===== config.mk =====
export PLATFORM = sky130hd
export DESIGN_NAME = stepper_move_ctrl_flat
export DESIGN_NICKNAME = d
export VERILOG_FILES = /design/src/rtl/stepper_move_ctrl_if.sv /design/src/rtl/stepper_move_ctrl.sv /design/src/flat_wrapper.sv
export SDC_FILE = /design/constraint.sdc
export NUM_CORES = 1
export LEC_CHECK = 0
export ABC_AREA = 0
export CAP_MARGIN = 25
export CORE_MARGIN = 5
export CORE_UTILIZATION = 60
export CTS_BUF_LIST = sky130_fd_sc_hd__clkbuf_8
export DETAILED_ROUTE_END_ITERATION = 16
export DONT_BUFFER_PORTS = 1
export PLACE_DENSITY = 0.78
export SETUP_SLACK_MARGIN = 0.4
export SYNTH_ARGS = -nofsm -noshare
export SYNTH_HDL_FRONTEND = slang
export SYNTH_SLANG_ARGS = --single-unit

===== constraint.sdc =====
create_clock -name clock -period 3 [get_ports clock]
set_input_delay 0.6 -clock clock [delete_from_list [all_inputs] [get_ports clock]]
set_output_delay 0.6 -clock clock [all_outputs]
set_load 0.005 [all_outputs]

===== src/rtl/stepper_move_ctrl_if.sv =====
// Command/status bundle between a motion controller and one stepper move engine.
// The master side issues moves; the slave side (the engine) reports step activity and position.
interface stepper_move_ctrl_if #(
  parameter int POS_W = 16,
  parameter int PER_W = 16
);
  logic             start;
  logic [15:0]      count;
  logic             move_dir;
  logic [PER_W-1:0] period;
  logic             abort;
  logic             zero_pos;
  logic             step;
  logic             dir;
  logic             busy;
  logic             done;
  logic [POS_W-1:0] position;
  logic [15:0]      steps_left;

  modport master (
    output start, count, move_dir, period, abort, zero_pos,
    input  step, dir, busy, done, position, steps_left
  );

  modport slave (
    input  start, count, move_dir, period, abort, zero_pos,
    output step, dir, busy, done, position, steps_left
  );
endinterface


===== src/rtl/stepper_move_ctrl.sv =====
// Stepper move engine: issues N evenly spaced step pulses, tracks signed position,
// and supports abort and position zeroing.
module stepper_move_ctrl #(
  parameter int POS_W = 16,
  parameter int PER_W = 16
) (
  input logic               clock,
  input logic               reset,
  stepper_move_ctrl_if.slave bus
);

  typedef enum logic [1:0] {IDLE, RUN, FINISH} state_t;

  state_t           state, next_state;
  logic             accept, fire;
  logic [PER_W-1:0] eff_period;
  logic [PER_W-1:0] per_q, tmr_q;
  logic [15:0]      left_q;
  logic             step_q, dir_q, done_q;
  logic [POS_W-1:0] pos_q;

  assign eff_period = (bus.period == '0) ? PER_W'(1) : bus.period;

  always_ff @(posedge clock or negedge reset) begin
    if (!reset) state <= IDLE;
    else        state <= next_state;
  end

  // NOTE: every variable assigned here gets a default first, so no path can infer a latch.
  always_comb begin
    accept     = 1'b0;
    fire       = 1'b0;
    next_state = state;
    case (state)
      IDLE: begin
        if (bus.start && !bus.abort) begin
          accept     = 1'b1;
          next_state = (bus.count == 16'd0) ? FINISH : RUN;
        end
      end
      RUN: begin
        if (bus.abort) begin
          next_state = IDLE;
        end else if (tmr_q == PER_W'(1)) begin
          fire = 1'b1;
          if (left_q == 16'd1) next_state = FINISH;
        end
      end
      FINISH:  next_state = IDLE;
      default: next_state = IDLE;
    endcase
  end

  // NOTE: sequential state uses non-blocking assignments so all registers update from pre-edge values.
  always_ff @(posedge clock or negedge reset) begin
    if (!reset) begin
      per_q  <= '0;
      tmr_q  <= '0;
      left_q <= '0;
      step_q <= 1'b0;
      dir_q  <= 1'b0;
      done_q <= 1'b0;
      pos_q  <= '0;
    end else begin
      step_q <= fire;
      done_q <= (state == FINISH) && !bus.abort;

      // Timer counts down from the period; the edge where it reads 1 issues a step.
      if (accept) begin
        dir_q  <= bus.move_dir;
        per_q  <= eff_period;
        tmr_q  <= eff_period;
        left_q <= bus.count;
      end else if (state != IDLE && bus.abort) begin
        tmr_q  <= '0;
        left_q <= '0;
      end else if (fire) begin
        tmr_q  <= per_q;
        left_q <= left_q - 16'd1;
      end else if (state == RUN) begin
        tmr_q  <= tmr_q - PER_W'(1);
      end

      if (bus.zero_pos)  pos_q <= '0;
      else if (fire)     pos_q <= dir_q ? pos_q + POS_W'(1) : pos_q - POS_W'(1);
    end
  end

  always_comb begin
    bus.busy       = (state != IDLE);
    bus.step       = step_q;
    bus.dir        = dir_q;
    bus.done       = done_q;
    bus.position   = pos_q;
    bus.steps_left = left_q;
  end

endmodule

===== src/flat_wrapper.sv =====
// flat-port wrapper written by rule: the top's interface ports become plain ports
module stepper_move_ctrl_flat 
#(
  parameter int POS_W = 16,
  parameter int PER_W = 16
)
  (clock, reset, bus_start, bus_count, bus_move_dir, bus_period, bus_abort, bus_zero_pos, bus_step, bus_dir, bus_busy, bus_done, bus_position, bus_steps_left);
  stepper_move_ctrl_if #(.POS_W(POS_W), .PER_W(PER_W)) bus_i ();
  input logic clock;
  input logic reset;
  input wire logic [$bits(bus_i.start)-1:0] bus_start;
  input wire logic [$bits(bus_i.count)-1:0] bus_count;
  input wire logic [$bits(bus_i.move_dir)-1:0] bus_move_dir;
  input wire logic [$bits(bus_i.period)-1:0] bus_period;
  input wire logic [$bits(bus_i.abort)-1:0] bus_abort;
  input wire logic [$bits(bus_i.zero_pos)-1:0] bus_zero_pos;
  output wire logic [$bits(bus_i.step)-1:0] bus_step;
  output wire logic [$bits(bus_i.dir)-1:0] bus_dir;
  output wire logic [$bits(bus_i.busy)-1:0] bus_busy;
  output wire logic [$bits(bus_i.done)-1:0] bus_done;
  output wire logic [$bits(bus_i.position)-1:0] bus_position;
  output wire logic [$bits(bus_i.steps_left)-1:0] bus_steps_left;
  assign bus_i.start = bus_start;
  assign bus_i.count = bus_count;
  assign bus_i.move_dir = bus_move_dir;
  assign bus_i.period = bus_period;
  assign bus_i.abort = bus_abort;
  assign bus_i.zero_pos = bus_zero_pos;
  assign bus_step = bus_i.step;
  assign bus_dir = bus_i.dir;
  assign bus_busy = bus_i.busy;
  assign bus_done = bus_i.done;
  assign bus_position = bus_i.position;
  assign bus_steps_left = bus_i.steps_left;
  stepper_move_ctrl #(.POS_W(POS_W), .PER_W(PER_W)) u_core (.clock(clock), .reset(reset), .bus(bus_i));
endmodule

==> reports/metrics.csv, run 1 <==
metric;value;unit
status;finished, final reports clean;
Final Cycle Share;83.9;%
first-pass GRT wire length;19200;um
Arr. time, crit path;2.75;ns
xor-xnor portion of the synthesized cell area;4.78;%
fraction of layout cells with a size suffix above 1;12.1;%
Syn Std Cell Area;4400;um^2
Die Ht;95.6;um
ys flop type;dfrtp_1;
Mapped Nets;581;
Layout area overhead;11.7;%
final WL;11700;um
H-tree level count;3;
area of the multi-input gates;2660;um^2
largest cells by area after synthesis;dfrtp_1 39%, nand2_1 11%, a21oi_1 6.0%, ha_1 5.1%, nor2_1 3.2%;
register area share after synthesis;39.2;%
post-synth top area share;39.2;%
Starting Density;61.0;%
hold crit path type;input port to async pin;
Routed WL per cell;18.6;um
clk_lat worst skew;0.34;ns
leakage;2.20;nW
CP Capture Type;flop;
final hold vios;0;
Final Wtd Congestion;0.962;
Period minus WS final;2.52;ns
simple-gate share of the synthesized area;25.3;%
Least-Margin Pin Slew;0.703;ns
top cells by count, synth;124 x nand2_1, 69 x dfrtp_1, 53 x a21oi_1, 37 x nor2_1, 27 x o21ai_0;
Compound-Gate Fraction of Synth Area;20.8;%
Post-Syn Instances;524;
antenna-violating nets left;0;
FF/Latch Area;1730;um^2
Cell variety after synth;67;
Yosys top cell by area;dfrtp_1;
crit-path max FO;10;
RSZ-0062 raised after global routing;yes;
WS Path Type;flop to flop;
Port Buffers;0;
FP Rows;31;
fmax;397;MHz
initial antenna violation count;0;
Slew Limit Fails;0;
IO Count;74;
Avg Inst Size Synth;8.40;um^2
Detailed Routing Iterations Pass 1;5;
Relative slew margins;52.7;%
gr ovfl total;0;
final core occ;68.1;%
adder-cell area share of the yosys netlist;5.57;%
Ys Warns;0;
max cap viols;0;
Die W;95.6;um
most instantiated library cell after synthesis;nand2_1;
Via density;6.34;
TritonCTS buffer count;9;
largest net degree at the start of global routing;70;
total power;2.89;mW
GRT Total Usage;26.9;%
die area;9140;um^2
Post-synth EDFFs;0;
vias in the first global route;3844;
Longest Clk Path Bufs;2;
Worst-path clk slew;0.08;ns
ANT cells;0;
# setup viols final;0;
core area;7210;um^2
hpwl dp;7980;um
placed inst area;4520;um^2
setup tns final;0;ns
DRC errors left;0;
Final Skew;0.0121;ns
initial drt markers;281;
P per Cell Area;589;nW/um^2
CP startpoint kind;flop;
DR vias;3979;
Final Cell Area;4910;um^2
asr flop ratio synth;100;%
VDD IR max;379;uV
largest family of logic cells by synthesized area;simple AND/OR/NAND/NOR gates;
fill count;585;
# nets final;581;
TritonCTS clock tree;yes;
Clock Sinks;69;
CTS Root Cell;clkbuf_8;
mux contribution to synthesized area;0.739;%
Critical Path RT;3.23;ns
FF+latch count, synth;69;
## routing by layer
metal / GRT usage [%] / wire length, um
met1: 35.6 / 4870
met2: 43.4 / 5520
met4: 9.36 / 198
met3: 6.16 / 1060
met5: 0 / 0
## cells by family (layout without fill, tap and decap cells)
logic type | Yosys count | after routing
xor+xnor | 24 | 24
compound gates | 143 | 143
buf+inv | 32 | 37
mux | 3 | 3
flops | 69 | 69
simple gates | 234 | 234
fa+ha+maj | 19 | 19
## per-stage QoR
stage               std cells  hold WS (ns)  setup WS [ns]
detailed placement        606         0.307          0.275
floorplan                 524         0.304          0.395
finish                    628         0.115          0.482
global placement          606         0.307          0.348
global route              628         0.135          0.293
CTS                       627         0.141          0.403
## critical path, stage by stage, from the launching register on
cell        delay (ns)
dfrtp_1           0.43
clkinvlp_4        0.13
buf_12            0.16
buf_4             0.19
ha_1              0.38
a21oi_2           0.18
nor2_1            0.06
a211oi_1          0.27
o21ai_2           0.10
mux2i_1           0.17
mux2_1            0.33
## sequential cells by signal, summed over array words and instances (netlist names)
| name | flops |
|---|---|
| u_core.bus.step | 1 |
| u_core.bus.position | 16 |
| u_core.bus.dir | 1 |
| u_core.tmr_q | 16 |
| u_core.bus.steps_left | 16 |
| u_core.per_q | 16 |
| u_core.bus.done | 1 |
| u_core.state | 2 |
## cell usage in the layout, fill, tap and decap left out, types with 3 or more instances in the layout
cell	synthesis	final
dfrtp_1	69	69
inv_1	7	7
a21o_1	12	12
nand2_1	124	124
nor3_1	14	13
nor3_2	2	3
and3_1	3	3
xor2_1	12	12
xnor2_1	12	12
nand3_1	6	6
a21oi_2	1	3
o211ai_1	6	6
or3_1	6	6
nand3b_1	4	4
clkbuf_8	0	11
a31oi_1	10	10
ha_1	18	10
and2_1	3	3
nor2_1	37	37
nand4_1	4	4
o31ai_1	7	7
ha_4	0	6
nor4_1	11	11
a21oi_1	53	50
nor3b_1	3	3
o21ai_0	27	26
buf_4	3	10
## power by group
group | switching, mW | leakage (nW) | internal (mW)
registers | 0.190 | 0.895 | 1.07
clock network | 0.358 | 0.121 | 0.508
logic | 0.438 | 1.19 | 0.331
## timing repair
item	4_1_cts	5_1_grt
endpoints found under the setup margin	5	7
pin swaps	5	5
resized for setup	4	11
setup buffers	4	1
hold endpoints to repair	69	0
hold buffers	1	0
cloned	0	0
## layout make-up
cell class | instances | share of cell area (%)
clock inverter | 5 | 1.50
tap | 99 | 2.52
clock buffer | 11 | 3.08
multi-input combinational | 423 | 54.2
sequential | 69 | 35.2
timing repair buffer | 13 | 2.73
inverter | 8 | 0.790
## path summary, 6_finish.rpt
check / from / end / slack (ns) / cells after the start
worst min-delay path: reset / u_core.bus.position[4]$_DFFE_PN0P_ / 0.11 / 1
min in group clock: bus_zero_pos / u_core.bus.position[1]$_DFFE_PN0P_ / 0.31 / 1
max in group asynchronous: reset / u_core.per_q[9]$_DFFE_PN0P_ / 2.56 / 1
worst max register to register: u_core.bus.dir$_DFFE_PN0P_ / u_core.bus.position[15]$_DFFE_PN0P_ / 0.48 / 10
worst min register to register: u_core.per_q[5]$_DFFE_PN0P_ / u_core.per_q[5]$_DFFE_PN0P_ / 0.48 / 2
worst max-delay path: u_core.bus.dir$_DFFE_PN0P_ / u_core.bus.position[15]$_DFFE_PN0P_ / 0.48 / 10
Note: power is estimated with default switching activity, not from simulation.
==> run 2, diff against run 1 <==
==> constraint.sdc (replaced) <==
create_clock -name clock -period 2.4 [get_ports clock]
set_input_delay 0.48 -clock clock [delete_from_list [all_inputs] [get_ports clock]]
set_output_delay 0.48 -clock clock [all_outputs]
set_load 0.005 [all_outputs]
==> reports/metrics.csv, run 2 (synthesis results as in run 1) <==
metric;value;unit;change
sequential share of power;41.0;%;-2.5 points
CP delay by family, top;compound AO/OA/AOI/OAI gates;;
hold_ws;-0.191;ns;-0.306 ns
internal power;2.39;mW;+26%
Detailed Routing Iterations Pass 1;6;;+1
fraction of layout cells with a size suffix above 1;35.1;%;+23 points
# setup viols final;3;;+3
fill count;352;;-40%
die area;9140;um^2;unchanged
CP Capture Type;flop;;
leakage;2.69;nW;+22%
Routed WL per cell;23.4;um;+26%
Final Skew;0.0101;ns;-0.00200 ns
RSZ-0062 raised after global routing;yes;;
first-pass GRT wire length;23600;um;+23%
clk_lat worst skew;0.36;ns;+0.02 ns
GRT Total Usage;33.7;%;+6.7 points
initial antenna violation count;0;;unchanged
Slew Limit Fails;0;;unchanged
DRC errors left;0;;unchanged
reg-to-reg startpoint;u_core.bus.dir$_DFFE_PN0P_;;
VDD IR max;516;uV;+36%
DP Worst Slack;-0.153;ns;-0.428 ns
met3 WL post-DR;1840;um;+73%
crit-path max FO;4;;-6
Die W;95.6;um;unchanged
gr ovfl total;0;;unchanged
Critical path origin;u_core.bus.dir$_DFFE_PN0P_;;
CTS Root Cell;clkbuf_8;;
worst setup slack after layout;-0.108;ns;-0.589 ns
failing checks;negative hold slack, negative setup slack;;
detailed-routing wirelength on met1;5560;um;+14%
most common cell after layout, fill and taps aside;nand2_1;;
Sw Pwr;1.56;mW;+58%
Starting Density;61.0;%;unchanged
fmax;399;MHz;+0.42%
H-tree level count;3;;unchanged
Layout area overhead;38.8;%;
Final Cycle Share;104;%;+21 points
final WL;16100;um;+38%
Clock Sinks;69;;unchanged
most used cell, CP;buf_4;;
Period minus WS final;2.51;ns;-0.0106 ns
core area;7210;um^2;unchanged
Buf/Inv on CP;4;;+1
P per Cell Area;648;nW/um^2;+10%
max cap viols;0;;unchanged
initial drt markers;564;;+100%
CP max stage cell;dfrtp_1;;
Via density;6.97;;+9.9%
Arr. time, crit path;2.75;ns;about the same
hold crit path type;input port to async pin;;
status;finished, violations left;;
setup tns final;-0.202;ns;-0.202 ns
total power;3.95;mW;+37%
# nets final;643;;+11%
Gate power share;36.1;%;+9.5 points
Port Buffers;0;;unchanged
hpwl dp;8260;um;+3.4%
commonest cells after routing, fill and taps aside;103 x nand2_1, 69 x dfrtp_1, 42 x buf_4;;
final hold vios;69;;+69
Longest Clk Path Bufs;2;;unchanged
CP Cell Sequence;clkinvlp_4 > buf_4 > ha_4 > a21o_1 > o21bai_4 > o221a_4 > o32ai_4 > buf_4 > buf_6 > nor3_1 > o31ai_1 > a21oi_1;;
Relative slew margins;54.6;%;+1.9 points
TritonCTS clock tree;yes;;
antenna-violating nets left;0;;unchanged
met2 WL;7700;um;+39%
DR vias;4799;;+21%
Final Wtd Congestion;0.969;;+0.70%
Switching Share;39.4;%;+5.3 points
Critical Path RT;2.64;ns;-0.59 ns
Die Ht;95.6;um;unchanged
Clk pwr share;22.9;%;-7.0 points
top layer in use;met4;;
ANT cells;0;;unchanged
TritonCTS buffer count;9;;unchanged
slowest stage delay, CP;0.39;ns;-0.04 ns
Worst-path clk slew;0.08;ns;about the same
vias in the first global route;4641;;+21%
IO Count;74;;unchanged
largest net degree at the start of global routing;70;;unchanged
CP startpoint kind;flop;;
WS Path Type;flop to flop;;
Least-Margin Pin Slew;0.674;ns;-0.0285 ns
FP Rows;31;;unchanged
-- run 2: cell count changes in the layout (fill, tap and decap cells not counted), moves of 5 or more --
cell / before / now
buf_4: 10 / 42
a21oi_1: 50 / 27
a21oi_2: 3 / 25
nand2_1: 124 / 103
buf_6: 1 / 17
nand2_4: 1 / 12
o21ai_0: 26 / 15
nand2_2: 0 / 8
o21ai_2: 1 / 9
nor2_4: 0 / 6
nor2_1: 37 / 32
nor3_1: 13 / 8
-- run 2: worst paths after layout --
kind | endpoint | slack, ns | depth (start not counted)
setup / recovery | u_core.bus.position[13]$_DFFE_PN0P_ | -0.11 | 12
hold reg to reg | u_core.per_q[2]$_DFFE_PN0P_ | 0.49 | 2
setup reg to reg | u_core.bus.position[13]$_DFFE_PN0P_ | -0.11 | 12
max in group asynchronous | u_core.tmr_q[6]$_DFFE_PN0P_ | 2.47 | 0
min in group clock | u_core.bus.position[7]$_DFFE_PN0P_ | 0.17 | 1
hold / removal | u_core.bus.position[13]$_DFFE_PN0P_ | -0.19 | 0
-- run 2: repair_timing --
action                                 4_1_cts  5_1_grt
buffers inserted                            26        4
gates cloned                                 6        1
setup endpoints to repair                   46       62
pin swaps                                   65       27
endpoints found under the hold margin       69       69
resized for setup                          118       62
-- run 2: cell type report --
type                       count  area, um^2  area share [%]
multi-input combinational    424        3210            52.6
sequential                    69        1730            28.3
timing repair buffer          73         805            13.2
clock buffer                  12         165            2.71
tap                           99         124            2.03
inverter                       8        46.3           0.758
timing repair inverter         1        16.3           0.266
clock inverter                 3        12.5           0.205
-- run 2: routing by layer --
metal  vias up  track usage (%)
li1       1993                -
met5         -                0
met2       433             56.3
met1      2243             40.1
met3       130             8.76
met4         0             16.2
-- run 2: stage by stage --
step / area [um^2] / hold slack (ns) / cells / utilization [%]
5_1_grt: 6100 / -0.202 / 689 / 84.6
3_3_place_gp: 4750 / 0.186 / 637 / 65.9
2_1_floorplan: 4470 / 0.184 / 524 / -
6_report: 6100 / -0.191 / 689 / 84.6
3_5_place_dp: 4750 / 0.186 / 637 / 65.9
4_1_cts: 5760 / -0.185 / 684 / 79.9
-- run 2: power by group through the flow --
stage | clock network (mW) | registers, mW | logic [mW]
global placement | 0 | 1.57 | 0.924
finish | 0.904 | 1.62 | 1.43
floorplan | 0 | 1.52 | 0.743
detailed placement | 0 | 1.58 | 0.955
global route | 0.942 | 1.64 | 1.52
CTS | 0.880 | 1.58 | 1.13
